## config.mk

```make
export PLATFORM = sky130hd
export DESIGN_NAME = contador_monitor
export DESIGN_NICKNAME = d
export VERILOG_FILES = /design/src/rtl/contador_pkg.sv /design/src/rtl/contador_ref_model.sv /design/src/rtl/contador_monitor.sv
export SDC_FILE = /design/constraint.sdc
export NUM_CORES = 1
export LEC_CHECK = 0
export CORE_MARGIN = 2
export CORE_UTILIZATION = 65
export CTS_CLUSTER_DIAMETER = 40
export CTS_CLUSTER_SIZE = 20
export DETAILED_ROUTE_END_ITERATION = 10
export DONT_BUFFER_PORTS = 1
export PLACE_DENSITY_LB_ADDON = 0.15
export SETUP_SLACK_MARGIN = 0.02
export SYNTH_ARGS = -nofsm -noshare
export SYNTH_HDL_FRONTEND = slang
export SYNTH_SLANG_ARGS = --single-unit
```

## constraint.sdc

```tcl
create_clock -name clk -period 5.05 [get_ports clk]
set_clock_uncertainty 0.2 [all_clocks]
set_input_delay 0.505 -clock clk [delete_from_list [all_inputs] [get_ports clk]]
set_output_delay 0.505 -clock clk [all_outputs]
set_load 0.01 [all_outputs]
```

## src/rtl/contador_pkg.sv

```systemverilog
// ============================================================================
// Module   : contador_pkg
// Brief    : Shared mode codes, FSM encoding and step constant for the
//            contador counter monitor and its reference model.
// Revision : 1.0 - initial release
// ============================================================================
`default_nettype none

package contador_pkg;

    localparam logic [1:0] MODE_UP    = 2'b00;
    localparam logic [1:0] MODE_DOWN  = 2'b01;
    localparam logic [1:0] MODE_DOWN3 = 2'b10;
    localparam logic [1:0] MODE_LOAD  = 2'b11;

    localparam int DEC_STEP = 3;

    typedef enum logic [1:0] {
        ST_WAIT_SYNC = 2'd0,
        ST_CHECK     = 2'd1,
        ST_RESYNC    = 2'd2
    } state_t;

endpackage : contador_pkg

`default_nettype wire

```

## src/rtl/contador_ref_model.sv

```systemverilog
// ============================================================================
// Module   : contador_ref_model
// Brief    : Combinational next-value predictor for the contador counter:
//            one shared adder plus an output mux.
// Revision : 1.0 - initial release
// ============================================================================
`default_nettype none

module contador_ref_model
    import contador_pkg::*;
#(
    parameter int WIDTH = 32
) (
    input  logic [WIDTH-1:0] i_q,
    input  logic             i_enable,
    input  logic [1:0]       i_mode,
    input  logic [3:0]       i_d,
    output logic [WIDTH-1:0] o_q,
    output logic             o_rco,
    output logic             o_load
);

    logic [WIDTH-1:0] w_addend;
    logic [WIDTH:0]   w_sum;

    // Down steps add the two's complement; the carry out is then the
    // inverse of the borrow, so rco falls out of the same adder.
    always_comb begin
        w_addend = WIDTH'(0) - WIDTH'(DEC_STEP);
        case (i_mode)
            MODE_UP:   w_addend = WIDTH'(1);
            MODE_DOWN: w_addend = '1;
            default:   w_addend = WIDTH'(0) - WIDTH'(DEC_STEP);
        endcase
    end

    assign w_sum = {1'b0, i_q} + {1'b0, w_addend};

    always_comb begin
        o_q    = i_q;
        o_rco  = 1'b0;
        o_load = 1'b0;
        if (i_enable) begin
            case (i_mode)
                MODE_UP: begin
                    o_q   = w_sum[WIDTH-1:0];
                    o_rco = w_sum[WIDTH];
                end
                MODE_DOWN, MODE_DOWN3: begin
                    o_q   = w_sum[WIDTH-1:0];
                    o_rco = ~w_sum[WIDTH];
                end
                default: begin
                    o_q    = {{(WIDTH-4){1'b0}}, i_d};
                    o_load = 1'b1;
                end
            endcase
        end
    end

endmodule : contador_ref_model

`default_nettype wire

```

## src/rtl/contador_monitor.sv

```systemverilog
// ============================================================================
// Module   : contador_monitor
// Brief    : On-chip checker for the contador counter: predicts Q/rco/load,
//            flags mismatches, counts errors and rollover events.
//            Optional first-error capture: CONTADOR_MONITOR_FIRST_ERR_CAPTURE_EN
// Revision : 1.0 - initial release
// ============================================================================
`default_nettype none

module contador_monitor
    import contador_pkg::*;
#(
    parameter int WIDTH = 32,
    parameter int CNT_W = 16
) (
    input  logic             clk,
    input  logic             reset,
    input  logic             enable,
    input  logic [1:0]       mode,
    input  logic [3:0]       D,
    input  logic             load,
    input  logic             rco,
    input  logic [0:WIDTH-1] Q,
`ifdef CONTADOR_MONITOR_FIRST_ERR_CAPTURE_EN
    output logic [WIDTH-1:0] first_err_exp,
    output logic [WIDTH-1:0] first_err_got,
    output logic [31:0]      first_err_cycle,
`endif
    output logic             synced,
    output logic             err,
    output logic             err_sticky,
    output logic [CNT_W-1:0] err_count,
    output logic [CNT_W-1:0] rco_count
);

    state_t           r_state;
    logic [WIDTH-1:0] r_exp_q;
    logic             r_exp_rco;
    logic             r_exp_load;
    logic             r_exp_valid;
    logic             r_err;
    logic             r_err_sticky;
    logic [CNT_W-1:0] r_err_count;
    logic [CNT_W-1:0] r_rco_count;

    logic [WIDTH-1:0] w_q_obs;
    logic [WIDTH-1:0] w_pred_base;
    logic [WIDTH-1:0] w_pred_q;
    logic             w_pred_rco;
    logic             w_pred_load;
    logic             w_mismatch;

    assign w_q_obs = Q;

    // Outside CHECK the prediction is seeded from the observed Q so the
    // model realigns after reset release and after every reported error.
    assign w_pred_base = (r_state == ST_CHECK) ? r_exp_q : w_q_obs;

    contador_ref_model #(
        .WIDTH (WIDTH)
    ) u_ref_model (
        .i_q      (w_pred_base),
        .i_enable (enable),
        .i_mode   (mode),
        .i_d      (D),
        .o_q      (w_pred_q),
        .o_rco    (w_pred_rco),
        .o_load   (w_pred_load)
    );

    assign w_mismatch = (r_state == ST_CHECK) && r_exp_valid &&
                        ((w_q_obs != r_exp_q) || (rco != r_exp_rco) ||
                         (load != r_exp_load));

    always_ff @(posedge clk) begin
        if (!reset) begin
            r_state      <= ST_WAIT_SYNC;
            r_exp_q      <= '0;
            r_exp_rco    <= 1'b0;
            r_exp_load   <= 1'b0;
            r_exp_valid  <= 1'b0;
            r_err        <= 1'b0;
            r_err_sticky <= 1'b0;
            r_err_count  <= '0;
            r_rco_count  <= '0;
        end else begin
            r_exp_q     <= w_pred_q;
            r_exp_rco   <= w_pred_rco;
            r_exp_load  <= w_pred_load;
            r_exp_valid <= 1'b1;
            r_err       <= w_mismatch;

            if (rco && (r_rco_count != '1)) begin
                r_rco_count <= r_rco_count + CNT_W'(1);
            end

            case (r_state)
                ST_WAIT_SYNC: begin
                    r_state <= ST_CHECK;
                end
                ST_CHECK: begin
                    if (w_mismatch) begin
                        r_state      <= ST_RESYNC;
                        r_err_sticky <= 1'b1;
                        if (r_err_count != '1) begin
                            r_err_count <= r_err_count + CNT_W'(1);
                        end
                    end
                end
                ST_RESYNC: begin
                    r_state <= ST_CHECK;
                end
                default: begin
                    r_state <= ST_WAIT_SYNC;
                end
            endcase
        end
    end

    assign synced     = (r_state != ST_WAIT_SYNC);
    assign err        = r_err;
    assign err_sticky = r_err_sticky;
    assign err_count  = r_err_count;
    assign rco_count  = r_rco_count;

`ifdef CONTADOR_MONITOR_FIRST_ERR_CAPTURE_EN
    logic [WIDTH-1:0] r_first_exp;
    logic [WIDTH-1:0] r_first_got;
    logic [31:0]      r_first_cycle;
    logic [31:0]      r_cycle;

    // The sticky flag doubles as the "already captured" marker.
    always_ff @(posedge clk) begin
        if (!reset) begin
            r_first_exp   <= '0;
            r_first_got   <= '0;
            r_first_cycle <= '0;
            r_cycle       <= '0;
        end else begin
            r_cycle <= r_cycle + 32'd1;
            if (w_mismatch && !r_err_sticky) begin
                r_first_exp   <= r_exp_q;
                r_first_got   <= w_q_obs;
                r_first_cycle <= r_cycle;
            end
        end
    end

    assign first_err_exp   = r_first_exp;
    assign first_err_got   = r_first_got;
    assign first_err_cycle = r_first_cycle;
`endif

endmodule : contador_monitor

`default_nettype wire

```

# ---- Word-level counts from Yosys, hierarchy flattened
# Cells that the tools add are included.
dict set report classes {
  n_reduce_logical 14
  n_addsub 3
  eq_ne 10
  mux 9
  n_bitwise 1
}
# cell count
set op_table {}
lappend op_table {{$mux W32} 3}
lappend op_table {{$pmux W32 S2} 1}
lappend op_table {{$add A32 B32 Y33} 1}
lappend op_table {{$add A16 B1 Y16 const B} 2}
lappend op_table {{$ne A16 B16 Y1 const B} 2}
lappend op_table {{$ne A32 B32 Y1} 1}
lappend op_table {{$eq A2 B1 Y1 const B} 2}
lappend op_table {{$eq A2 B2 Y1 const B} 2}
lappend op_table {{$logic_not A2 Y1} 2}
lappend op_table {{$pmux W2 S2} 1}
lappend op_table {{$reduce_and A2 Y1} 2}
lappend op_table {{$reduce_or A2 Y1} 2}
lappend op_table {{$logic_and A1 B1 Y1} 3}
lappend op_table {{$reduce_and A3 Y1} 1}
lappend op_table {{$reduce_or A3 Y1} 1}
lappend op_table {{$logic_or A1 B1 Y1} 2}
lappend op_table {{$mux W1} 2}
lappend op_table {{$mux W2} 1}
lappend op_table {{$ne A1 B1 Y1} 2}
lappend op_table {{$ne A2 B2 Y1 const B} 1}
lappend op_table {{$pmux W1 S2} 1}
lappend op_table {{$reduce_bool A2 Y1} 1}
lappend op_table {{$not A1 Y1} 1}
dict set report word_totals {
  word_cells 46
  out_inout_bits 35
  in_bits 43
  reg_bits 71
}

# ---- Longest topological paths before layout
dict set report depth {
  depth_word 6
  mapped_depth 19
  ltp_nobuf 13
}

# ---- Hierarchy
# From an unflattened synthesis, not the netlist that was laid out.
dict set report unflattened {
  hier_cells 689
  area_unflattened_um2 5834.3
}
# mod cells_each instances seq_area_each_um2 area_per_inst_um2
set modules_own_cells {}
lappend modules_own_cells {contador_monitor 347 1 1421.4 3345.7}
lappend modules_own_cells {contador_ref_model 342 1 0.0 2488.6}

# ---- Worst setup path before layout
# Ideal clock, no wire load.
dict set report synth_path {
  path_type {register to register}
  startpoint {register r_state[1]}
  endpoint {register r_exp_rco}
  path_slack_ns 0.843
  path_stages_with_launch 18
  arrival_ns 3.904
  required_ns 4.747
  setup_ns 0.103
  n_path_buf 4
  synth_period_minus_slack_ns 4.207
  path_cell_list {dfxtp_1 -> and2b_1 -> buf_2 -> buf_2 -> buf_2 -> buf_1 -> mux2i_1 -> inv_1 -> ha_1 -> a21oi_1 -> nor3b_1 -> mux2i_1 -> a2111oi_0 -> a22oi_1 -> o2111ai_2 -> a31o_1 -> a21oi_1 -> a2111oi_2}
}
dict set report synth_between {
  elab_chain_len 5
}
# element line_no
set synth_rtl {}
lappend synth_rtl {{from (decl)} contador_monitor.sv:36} ;# state_t r_state;
lappend synth_rtl {{from (signal assigned)} contador_monitor.sv:77} ;# r_state <= ST_WAIT_SYNC;
lappend synth_rtl {{from (signal assigned)} contador_monitor.sv:99} ;# r_state <= ST_CHECK;
lappend synth_rtl {{from (signal assigned)} contador_monitor.sv:103} ;# r_state <= ST_RESYNC;
lappend synth_rtl {{$eq A2 B1 Y1 *} contador_monitor.sv:57} ;# assign w_pred_base = (r_state == ST_CHECK) ? r_exp_q : w_q_obs;
lappend synth_rtl {{$mux W32 *} contador_monitor.sv:57}
lappend synth_rtl {{$add A32 B32 Y33 *} contador_ref_model.sv:37} ;# assign w_sum = {1'b0, i_q} + {1'b0, w_addend};
lappend synth_rtl {{$not A1 Y1} contador_ref_model.sv:51} ;# o_rco = ~w_sum[WIDTH];
lappend synth_rtl {{$pmux W1 S2 *} contador_ref_model.sv:44} ;# case (i_mode)
lappend synth_rtl {{to (signal assigned)} contador_monitor.sv:88} ;# r_exp_rco <= w_pred_rco;
lappend synth_rtl {{to (decl)} contador_monitor.sv:38} ;# logic r_exp_rco;
# Every way passes the cells marked *; elsewhere a longest branch is shown, timed or not.
# A chain may end at the register's enable or synchronous reset.

# ---- Worst setup path after layout
dict set report layout_path {
  startpoint {register r_state[0]}
  endpoint {register r_exp_rco}
}
# The elaborated chain is that of the path after synthesis.

==> metrics.md <==
| Metric | Value |
|---|---|
| Status | `complete, no violations` |
| Die area | `10700 sq um` |
| Worst setup EP type | `register` |
| Routed wire length | `19.2 mm` |
| Critical-path top delay cell | `a2111oi_0` |
| Die height | `~100 microns` |
| Worst-path fanout max | `16` |
| F_max | `0.228 GHz` |
| Post-synth EDFFs | `0` |
| Post-synth cell types | `77` |
| CP peak stage delay | `approximately 780 ps` |
| Core area | `9680 sq um` |
| Final period demand of the worst path | `4380 ps` |
| Root Buffer | `clkbuf_8` |
| GPL Wtd Cong | `1.08` |
| Total of max-cap violations | `0` |
| Hold Buf Count CTS | `1` |
| Hold path start | `enable` |
| Final nets | `900` |
| Post-CTS Setup Bufs | `0` |
| Syn_nets | `932` |
| Final Max Slew Viols | `0` |
| Placement Setup Slack | `between 700 and 800 ps` |
| Mapped Cells | `860` |
| Drt via density | `between 6 and 7` |
| DPL Wire Length | `14.1 mm` |
| Final core occ | `68.8%` |
| Fin crit share | `86.7%` |
| Worst-margin pin slew | `1130 ps` |
| # DRC | `0` |
| CTS H-tree lvls | `3` |
| CP bufs+invs | `1` |
| Syn avg cell area | `7.47 sq um` |
| Vias in the first global route | `6046` |
| Setup TNS | `0 ps` |
| Initial antenna violation count | `0` |
| Io pins | `78` |
| Final hold vios | `0` |
| Mapped cell area | `6420 sq um` |
| FP Rows | `36` |
| Crit path max-delay family | `compound AO/OA/AOI/OAI gates` |
| Initial DRT Pass Iterations | `6` |
| Grt total ovfl | `0` |
| ANT nets after route | `0` |
| VDD IR max | `175 uV` |
| Initial core utilization | `66.3%` |
| WL/cell | `around 20 microns` |
| RSZ-0062 raised after global routing | `false` |
| Synth Register Bits | `71` |
| ANT cells | `0` |
| PnR worst setup slack | `671 ps` |
| Worst-Skew Late Latency | `360 ps` |
| Worst min path class | `input pin to register` |
| CTS Buffer Depth | `2` |
| Crit start category | `register` |
| Worst EP required | `5100 ps` |
| Critical Path AT | `4430 ps` |
| Synth area leaders | `dfxtp_1, xor2_1, nand2_1` |
| Overall Power | `~1.9 mW` |
| Yosys top cell area share | `22.1%` |
| Buffers on Ports | `0` |
| Reg2reg start | `r_state[0]` |
| Clk pin slew, worst setup/hold paths | `90 ps` |
| Die width | `103 microns` |
| PostCTS Resize Cnt | `0` |
| Clock sink total | `71` |
| Critical path, cell by cell | `and2b_2, mux2i_1, inv_1, ha_1, a21oi_1, nor3b_1, mux2i_1, a2111oi_0, a22oi_1, o2111ai_2, a31o_1, a21oi_1, a2111oi_2` |
| Final hold slack | `42.5 ps` |
| Leading area contributor after synthesis | `dfxtp_1` |
| LEAKAGE | `2.66 nW` |
| Vias | `roughly 6600` |
| Relative slew slack | `24.2%` |
| Most common flop cell mapped by yosys | `dfxtp_1` |
| Asr flop ratio synth | `0%` |
| TritonCTS buffer count | `9` |
| CP Class | `register to register` |
| Setup Viol. Count Final | `0` |
| Largest net degree at the start of global routing | `46` |
| First-pass GRT wire length | `29.8 mm` |
| Sequential area share after synthesis | `22.1%` |
| Gr usage total | `35.6%` |
| Synth warn | `0` |
| DRC marker count from the first detailed-route iteration | `around 710` |
| CTS tree | `done` |
| Area growth syn-to-layout | `3.72%` |
| Layout cells sized above 1 | `7.08%` |
| Setup crit start | `r_state[0]` |
| Power per cell area | `279 nW/um^2` |
| Most frequent cell after synthesis | `nand2_1` |
| Most instantiated cells after synthesis | `nand2_1, nor2_1, dfxtp_1` |
## placed cells by master, fill, tap and decap left out, types with 10 or more instances in the layout
cell type / n
nor3_1: 29
inv_1: 18
buf_4: 12
o21ai_0: 27
nand3_1: 41
nor2_1: 74
clkbuf_8: 11
nand4_1: 11
a21o_1: 13
mux2i_1: 26
mux2_2: 10
xnor2_1: 36
nand2_1: 117
a21oi_1: 52
and3_1: 12
nor4_1: 12
ha_1: 27
a31oi_1: 13
dfxtp_1: 71
and2_1: 18
xor2_1: 51
or3_1: 10
## state kept, by name (all words and copies together) (netlist names)
name         flops
r_state          2
err_count       16
r_exp_load       1
r_exp_rco        1
err_sticky       1
err              1
rco_count       16
r_exp_valid      1
r_exp_q         32
## final timing paths
path	to	slack, ps	cells after the start
setup / recovery	r_exp_rco	670	13
hold / removal	r_exp_q[1]	40	1
setup reg to reg	r_exp_rco	670	13
hold reg to reg	err_sticky	310	2
## kinds of logic after synthesis
kind of cell	after synthesis	synth area share [%]
flops	71	22.1
xor+xnor	87	11.9
fa+ha+maj	29	5.77
mux	40	7.04
simple gates	358	26.9
buf+inv	76	4.68
compound gates	199	21.6
## power by group
| group | switching (mW) | internal [mW] | leakage (nW) |
|---|---|---|---|
| Clock | 0.248 | 0.208 | 0.0882 |
| Combinational | 0.441 | 0.305 | 1.99 |
| Sequential | 0.0563 | 0.601 | 0.581 |
## cell type report
cell class / instances / area (sq um)
clock buffers: 11 / 151
flip-flops and latches: 71 / 1420
multi-input cells: 713 / 4700
well taps: 133 / 166
repair buffers: 13 / 100
fillers: 848 / 3030
clock inverters: 5 / 40.0
inverters: 20 / 75.1
## stage by stage
step / cell area [sq um] / std cells
finish: 6660 / 966
global route: 6660 / 966
CTS: 6660 / 966
detailed placement: 6460 / 949
global placement: 6460 / 949
floorplan: 6420 / 860
## metal layers
metal  track usage, %  part of all wire [%]
met1             46.2                    39
met5                0                     0
met4             13.7                   2.8
met3             9.07                    12
met2             56.9                    46
Power figures use the tool's default switching activity.
